$ cat src/rtl/byte_word_packer.sv
// Packs NUM_BYTES accepted WIDTH-bit beats into one word on a valid/ready output,
// with an explicit flush that emits a zero-padded partial word.
module byte_word_packer #(
    parameter int WIDTH     = 8,
    parameter int NUM_BYTES = 4,
    parameter bit LSB_FIRST = 1'b1
) (
    input  logic                             clk,
    input  logic                             rst,
    input  logic [WIDTH-1:0]                 data_in,
    input  logic                             in_valid,
    output logic                             in_ready,
    input  logic                             flush,
    output logic [WIDTH*NUM_BYTES-1:0]       data_out,
    output logic                             out_valid,
    input  logic                             out_ready,
    output logic [$clog2(NUM_BYTES+1)-1:0]   out_count
);

    localparam int WORD_W = WIDTH * NUM_BYTES;
    localparam int CNT_W  = $clog2(NUM_BYTES);
    localparam int OCNT_W = $clog2(NUM_BYTES + 1);
    localparam logic [CNT_W-1:0]  LAST_LANE  = CNT_W'(NUM_BYTES - 1);
    localparam logic [OCNT_W-1:0] FULL_COUNT = OCNT_W'(NUM_BYTES);

    logic [CNT_W-1:0]  r_cnt;
    logic [WORD_W-1:0] r_acc;
    logic [WORD_W-1:0] r_data_out;
    logic              r_out_valid;
    logic [OCNT_W-1:0] r_out_count;

    logic              w_in_ready;
    logic              w_accept;
    logic              w_last_beat;
    logic              w_flush_fire;
    logic              w_emit;
    logic [CNT_W-1:0]  w_lane;
    logic [OCNT_W-1:0] w_fill;
    logic [WORD_W-1:0] w_merged;

    // The output slot is free, or is being drained on this very edge.
    assign w_in_ready  = !r_out_valid || out_ready;
    assign w_accept    = in_valid && w_in_ready;
    assign w_last_beat = w_accept && (r_cnt == LAST_LANE);
    assign w_lane      = LSB_FIRST ? r_cnt : (LAST_LANE - r_cnt);
    assign w_fill      = OCNT_W'(r_cnt) + OCNT_W'(w_accept);

    // A completing word takes precedence; flush only matters for a partial word.
    assign w_flush_fire = flush && w_in_ready && (w_fill != '0) && !w_last_beat;
    assign w_emit       = w_last_beat || w_flush_fire;

    always_comb begin
        // NOTE: default assignment first so every path drives w_merged and no latch is inferred.
        w_merged = r_acc;
        for (int i = 0; i < NUM_BYTES; i++) begin
            if (w_accept && (w_lane == CNT_W'(i))) begin
                w_merged[i*WIDTH +: WIDTH] = data_in;
            end
        end
    end

    always_ff @(posedge clk or posedge rst) begin
        if (rst) begin
            r_cnt <= '0;
            r_acc <= '0;
        end else if (w_emit) begin
            // NOTE: non-blocking assignments so every register sees pre-edge values of the others.
            r_cnt <= '0;
            r_acc <= '0;
        end else if (w_accept) begin
            r_cnt <= r_cnt + CNT_W'(1);
            r_acc <= w_merged;
        end
    end

    // Clearing the accumulator on emit is what zero-pads the unused lanes of a flushed word.
    always_ff @(posedge clk or posedge rst) begin
        if (rst) begin
            r_data_out  <= '0;
            r_out_valid <= 1'b0;
            r_out_count <= '0;
        end else if (w_emit) begin
            r_data_out  <= w_merged;
            r_out_valid <= 1'b1;
            r_out_count <= w_last_beat ? FULL_COUNT : w_fill;
        end else if (r_out_valid && out_ready) begin
            r_out_valid <= 1'b0;
        end
    end

    assign in_ready  = w_in_ready;
    assign data_out  = r_data_out;
    assign out_valid = r_out_valid;
    assign out_count = r_out_count;

    a_count_nonzero : assert property (@(posedge clk) disable iff (rst)
        r_out_valid |-> (r_out_count != '0));
    a_cnt_in_range : assert property (@(posedge clk) disable iff (rst)
        r_cnt <= LAST_LANE);

endmodule

$ cat config.mk
export PLATFORM = sky130hd
export DESIGN_NAME = byte_word_packer
export DESIGN_NICKNAME = d
export VERILOG_FILES = /design/src/rtl/byte_word_packer.sv
export SDC_FILE = /design/constraint.sdc
export NUM_CORES = 1
export LEC_CHECK = 0
export ABC_AREA = 1
export CAP_MARGIN = 20
export CELL_PAD_IN_SITES_DETAIL_PLACEMENT = 1
export CELL_PAD_IN_SITES_GLOBAL_PLACEMENT = 1
export CORE_MARGIN = 4
export CORE_UTILIZATION = 30
export DETAILED_ROUTE_END_ITERATION = 12
export PLACE_DENSITY = 0.72
export SLEW_MARGIN = 10
export SYNTH_ARGS = -nofsm -noshare
export SYNTH_HDL_FRONTEND = slang
export SYNTH_SLANG_ARGS = --single-unit
export TNS_END_PERCENT = 1
$ cat constraint.sdc
create_clock -name clk -period 2.6 [get_ports clk]
set_input_delay 0.65 -clock clk [delete_from_list [all_inputs] [get_ports clk]]
set_output_delay 0.65 -clock clk [all_outputs]
set_load 0.01 [all_outputs]
==> results.toml <==
[worst_setup_path]
rr_endpoint = "data_out[13]$_DFFE_PP0P_"
cpPeakStageDelay_ps = 550
crit_top_cell = "clkdlybuf4s50_1"
r2r_start = "out_valid$_DFFE_PP0P_"
r2r_cells = 11
worstPathRequired_ps = 1950
crit_path_top_delay_cell = "clkdlybuf4s50_1"
start_kind = "input port"
critPathArrivalTime_ps = 1790
cp_max_fo = 5
rrSetupSlack_ps = 800
path_class = "in2out"
crit_chain = "clkdlybuf4s50_1 -> inv_2 -> nand2_4 -> clkdlybuf4s50_1"
worstSetupEndpointType = "output port"

[timing]
tightestPinTransition_ps = 325
fmax_ghz = 0.409
hold_ws_ps = 505
finClkSkew_ps = 5.33
min_period_over_period_pct = 94.0
min_period_ps = 2440
setup_ws_ps = 155
setup_tns_ps = 0
setup_viol_count_final = 0
slew_headroom_pct = 78.3
rsz0062_at_grt = "false"
drv_slew = 0
hold_viol = 0

[floorplanning]
ios = 50
die_y_um = 111
die_w_um = 111
die_area_um2 = 12300
core.rowCount = 37
start_util_pct = 30.9
core_area_um2 = 10300

[place]
place_hpwl_um = 5540
place_area_um2 = 3850
pre_cts_slack_ps = 41.8
gp_congestion = 0.752
port_buffers = 49
placed_cells = 543

[synthesis]
synthCells = 363
ys_seq_area_share_pct = 54.9
synth_edf_count = 0
synth_flop_cell = "dfrtp_1"
syn_avg_cell_area_um2 = 8.79
synth_area_leaders = "dfrtp_1 (55%), nand2_1 (12%), inv_1 (5.4%)"
synth_common_cells = "nand2_1 (102), dfrtp_1 (70), inv_1 (46)"
ys_warn_count = 0
yosysTopAreaCell = "dfrtp_1"
synth_top_area_share_pct = 54.9
ys_ff_latch = 70
netlist_area_um2 = 3190
synth.most_common_cell = "nand2_1"
syn-num-nets = 381
async_flop_share_pct = 100
yosysUniqueCellTypes = 20

[global_route]
grt_pass1_vias = 2684
grt_pass1_wl_um = 13300
grt_max_degree = 36
grt_use_total_pct = 13.5
overflow = 0
antenna_found_initial = 0

[status]
status = "finished clean"

[final_layout]
final_util_pct = 39.6
design_area_um2 = 4090
syn2layout_area_growth_pct = 28.1
instances_no_fill = 559
layout-drive-gt1-share_pct = 13.0
antennaDiodeCount = 0
fin_nets = 436

[cts]
numClockSinks = 70
cts_buffers = 9
hold_buffers = 0
ctsResizeCount = 0
cts_tree = "built"
htreeDepth = 3
cts_root_buffer = "clkbuf_8"
postCtsSetupBuffers = 0
clk_pin_slew_worst_paths_ps = 70
clk_latency_ps = 350
clockBufferDepth = 2

[power]
switchingPower_mw = 1.80
power_density_nw_per_um2 = 1200
finalPower_mw = 4.90
peakVddDrop_uv = 400
combPwrFrac_pct = 43.0
switching_share_pct = 36.7
clkPwrFrac_pct = 20.5
cellLeakagePower_nw = 2.05
power.internal_mw = 3.10
p_seq_share_pct = 36.4

[route]
first_pass_iters = 4
via_per_inst = 4.47
first_iter_violations = 45
avgRoutedWirePerCell_um = 13.7
drcViolationCount = 0
postRouteAntennaNets = 0
drt_wl_total_um = 7680
num_vias = 2498

[worst_hold_path]
min_from = "out_count[2]$_DFFE_PP0P_"
hp-class = "reg2reg"
holdPathEnd = "out_count[2]$_DFFE_PP0P_"
hold_depth = 2

[job]
drv_cap = 0
[flip-flops by register name, summed over array words and instances, names as in the netlist]
signal and cells:
r_cnt 2, out_valid 1, data_out 32, r_acc 32, out_count 3
[power by group through the flow]
stage	clock, mW	combinational, mW	sequential [mW]
final	1.01	2.11	1.79
after floorplan	0	1.20	1.88
after global placement	0	2.07	1.79
after CTS	1.04	2.16	1.80
after detailed placement	0	2.14	1.81
after global routing	1.09	2.39	1.85
[routing by layer]
layer	vias up	global-route usage (%)	part of all wire, %
met5	-	0	0
met4	0	3.73	1.3
met3	11	4.37	4.4
met2	40	22.7	51
met1	1227	16.8	44
li1	1220	-	-
[area by class of cell]
class | instances | area (um2)
Fill cell | 1222 | 6240
Clock inverter | 5 | 81.3
Clock buffer | 11 | 151
Inverter | 49 | 186
Timing Repair Buffer | 62 | 626
Sequential cell | 70 | 1750
Multi-Input combinational cell | 226 | 1120
Tap cell | 136 | 170
[worst max-delay path, delay by kind of cell]
kind / cells / cell delay, ps
buffers and inverters: 3 / 1060
AND/OR/NAND/NOR: 1 / 80
[worst max path at each step]
stage	startpoint	end	slack [ps]	cells after the start
2_1_floorplan	rst	data_out[0]$_DFFE_PP0P_	180	1
3_3_place_gp	out_ready	data_out[2]$_DFFE_PP0P_	120	13
3_5_place_dp	out_ready	data_out[13]$_DFFE_PP0P_	40	13
4_1_cts	out_ready	in_ready	140	4
5_1_grt	out_ready	in_ready	110	4
6_report	out_ready	in_ready	160	4
[layout by cell type (no fill, tap or decap)]
master / n
inv_1: 45
o21ai_0: 10
ha_1: 5
clkbuf_8: 11
nand3_2: 11
nor2_1: 34
clkinvlp_4: 1
nand3_1: 29
clkinv_2: 1
inv_4: 1
nand4_1: 1
nand2_4: 9
buf_4: 10
clkdlybuf4s50_1: 49
bufinv_16: 2
a21oi_1: 1
clkinv_4: 1
nor2_4: 1
inv_2: 3
nand2_2: 1
o21ai_1: 22
buf_12: 3
nand2_1: 102
dfrtp_1: 70
[cell families (layout without fill, tap and decap cells)]
family	count (synthesis)	count (layout)	share of synthesized area [%]
and+or+nand+nor	188	188	27.9
adders and majority gates	5	5	1.96
DFF	70	70	54.9
AOI/OAI and AO/OA	33	33	5.18
buffers and inverters	67	127	10.0
Note: power is estimated with default switching activity, not from simulation.
==> patch: new RTL, config.mk and constraints unchanged <==
The parameter `NUM_BYTES` goes from 4 to 2.
--- a/src/rtl/byte_word_packer.sv
+++ b/src/rtl/byte_word_packer.sv
@@ -3,5 +3,5 @@
 module byte_word_packer #(
     parameter int WIDTH     = 8,
-    parameter int NUM_BYTES = 4,
+    parameter int NUM_BYTES = 2,
     parameter bit LSB_FIRST = 1'b1
 ) (
Ports: changed (resized data_out and out_count); port bits go from 50 to 33. No check against the original RTL was run, so the function may have changed too.
==> patch against the unedited design <==
- sequential cell count shrank 34
- final area is 48% lower
- routed wire length decreased by 49%
- clock power down 59%
- worst setup slack improved by 0.013 ns
- total power down 51%
- sequential power down 50%
- synthesized area is 47% lower
==> patch: results (changes against the unedited design) <==
[critical_path]
max_stage_delay_ns=0.55  ; about the same
cp_max_fo=3  ; -2
timing.rr.start=r_cnt
timing.rr.end=data_out[15]
worstRegToRegCells=9  ; -2
startpoint=out_ready
worstSetupEndpoint=in_ready
r2r_setup_slack_ns=0.97  ; +0.17 ns
critPathTopFamily=buffers and inverters

[placement]
dp_hpwl_um=2750  ; -50%
portBuffers=32  ; -35%
place_area_mm2=0.00205  ; -47%
gp_congestion=0.726  ; -3.5%

[global_routing]
antenna_found_initial=0  ; unchanged
grtUsageTotal_pct=12.7  ; -0.79 points
grt_pass1_wl_um=7160  ; -46%
grt_pass1_vias=1479  ; -45%
grt_start_max_net_pins=37  ; +2.8%

[clock_network]
htree_levels=2  ; -1
cts_buffers=5  ; -4
cts_max_path_buffers=2  ; unchanged
cts_setup_buffers=0  ; unchanged
cts-resized-gates=0  ; unchanged
worst_skew_pair.late_latency_ns=0.29  ; -0.06 ns

[hold_path]
holdCritStartpoint=data_out[5]
hold_path_depth=2  ; unchanged
hp-class=flop to flop
min_to=data_out[5]

[detailed_routing]
vias=1394  ; -44%
first_iter_violations=62  ; +38%
wl_um=3940  ; -49%
firstDrtPassIters=4  ; unchanged

[sta]
maxSlewHeadroom_pct=68.6  ; -9.7 points
tns_ns=0  ; unchanged
finClkSkew_ns=0.00565  ; +0.000313 ns

[logic_synthesis]
ys_types=16  ; -20%
synth_compound_area_share_pct=0.297  ; -4.9 points
yosysMostFrequentCell=nand2_1
synth.area.top_cells=dfrtp_1 53%, nand2_1 16%, inv_1 6.2%
synthAdderAreaFrac_pct=0.741  ; -1.2 points
syn_nets=215  ; -44%
synth_common_cells=71 x nand2_1, 36 x dfrtp_1, 28 x inv_1
async_reset_ff_share_pct=100  ; unchanged
yosysSeqAreaShare_pct=53.4  ; -1.6 points

[finish]
layout-drive-gt1-share_pct=8.02  ; -5.0 points
final_nets=250  ; -43%
fillers=660  ; -46%

[pwr]
ir_drop_mv=0.356  ; -11%
p_leak_nw=1.13  ; -45%

[status]
outcome=finished clean

patch: cell types whose count changed after synthesis, moves of 4 or more:
cell / before / now
dfrtp_1: 70 / 36
nor2_1: 34 / 16
nand3_1: 29 / 17
o21ai_0: 10 / 0
ha_1: 5 / 1
nand4_1: 1 / 16
o21ai_1: 22 / 0
buf_2: 12 / 2
inv_1: 46 / 28
nand2_4: 9 / 0
nand2_1: 102 / 71
nand3_2: 11 / 1
patch: worst reg2reg max path: stages, from the launching register on:
cell and delay (ns):
dfrtp_1 0.33, buf_4 0.18, inv_1 0.08, ha_1 0.19
inv_1 0.06, nand3_2 0.14, nand2_8 0.24, inv_4 0.15
nand2_1 0.09, nand2_1 0.06
patch: where the power goes:
group,switching (mW),total (mW),internal (mW)
Sequential,0.0933,0.888,0.794
Combinational,0.623,1.09,0.466
Clock,0.203,0.415,0.211
patch: layer usage:
| metal | global-route usage [%] | wire (µm) |
|---|---|---|
| met5 | 0 | 0 |
| met4 | 6.54 | 97 |
| met3 | 2.68 | 137 |
| met2 | 20.1 | 1920 |
| met1 | 16.4 | 1790 |
patch: metrics by stage:
step                      setup WS (ns)  cells  hold WS (ns)  util [%]
final                             0.168    309         0.480      39.2
after global routing             0.0849    309         0.508      39.2
after CTS                         0.145    309         0.488      39.2
after detailed placement          0.155    301         0.469      37.5
after global placement            0.155    301         0.460      37.5
after floorplan                   0.595    201         0.506         -
patch: kinds of logic after synthesis:
family / count (synthesis)
and+or+nand+nor: 124
buffers and inverters: 39
DFF: 36
AOI/OAI and AO/OA: 1
adders and majority gates: 1
patch: area by class of cell:
cell class	instances	share of cell area, %
flip-flops and latches	36	42.0
inverters	29	5.20
clock inverters	2	0.467
repair buffers	38	17.0
well taps	72	4.20
clock buffers	6	3.85
multi-input cells	126	27.2
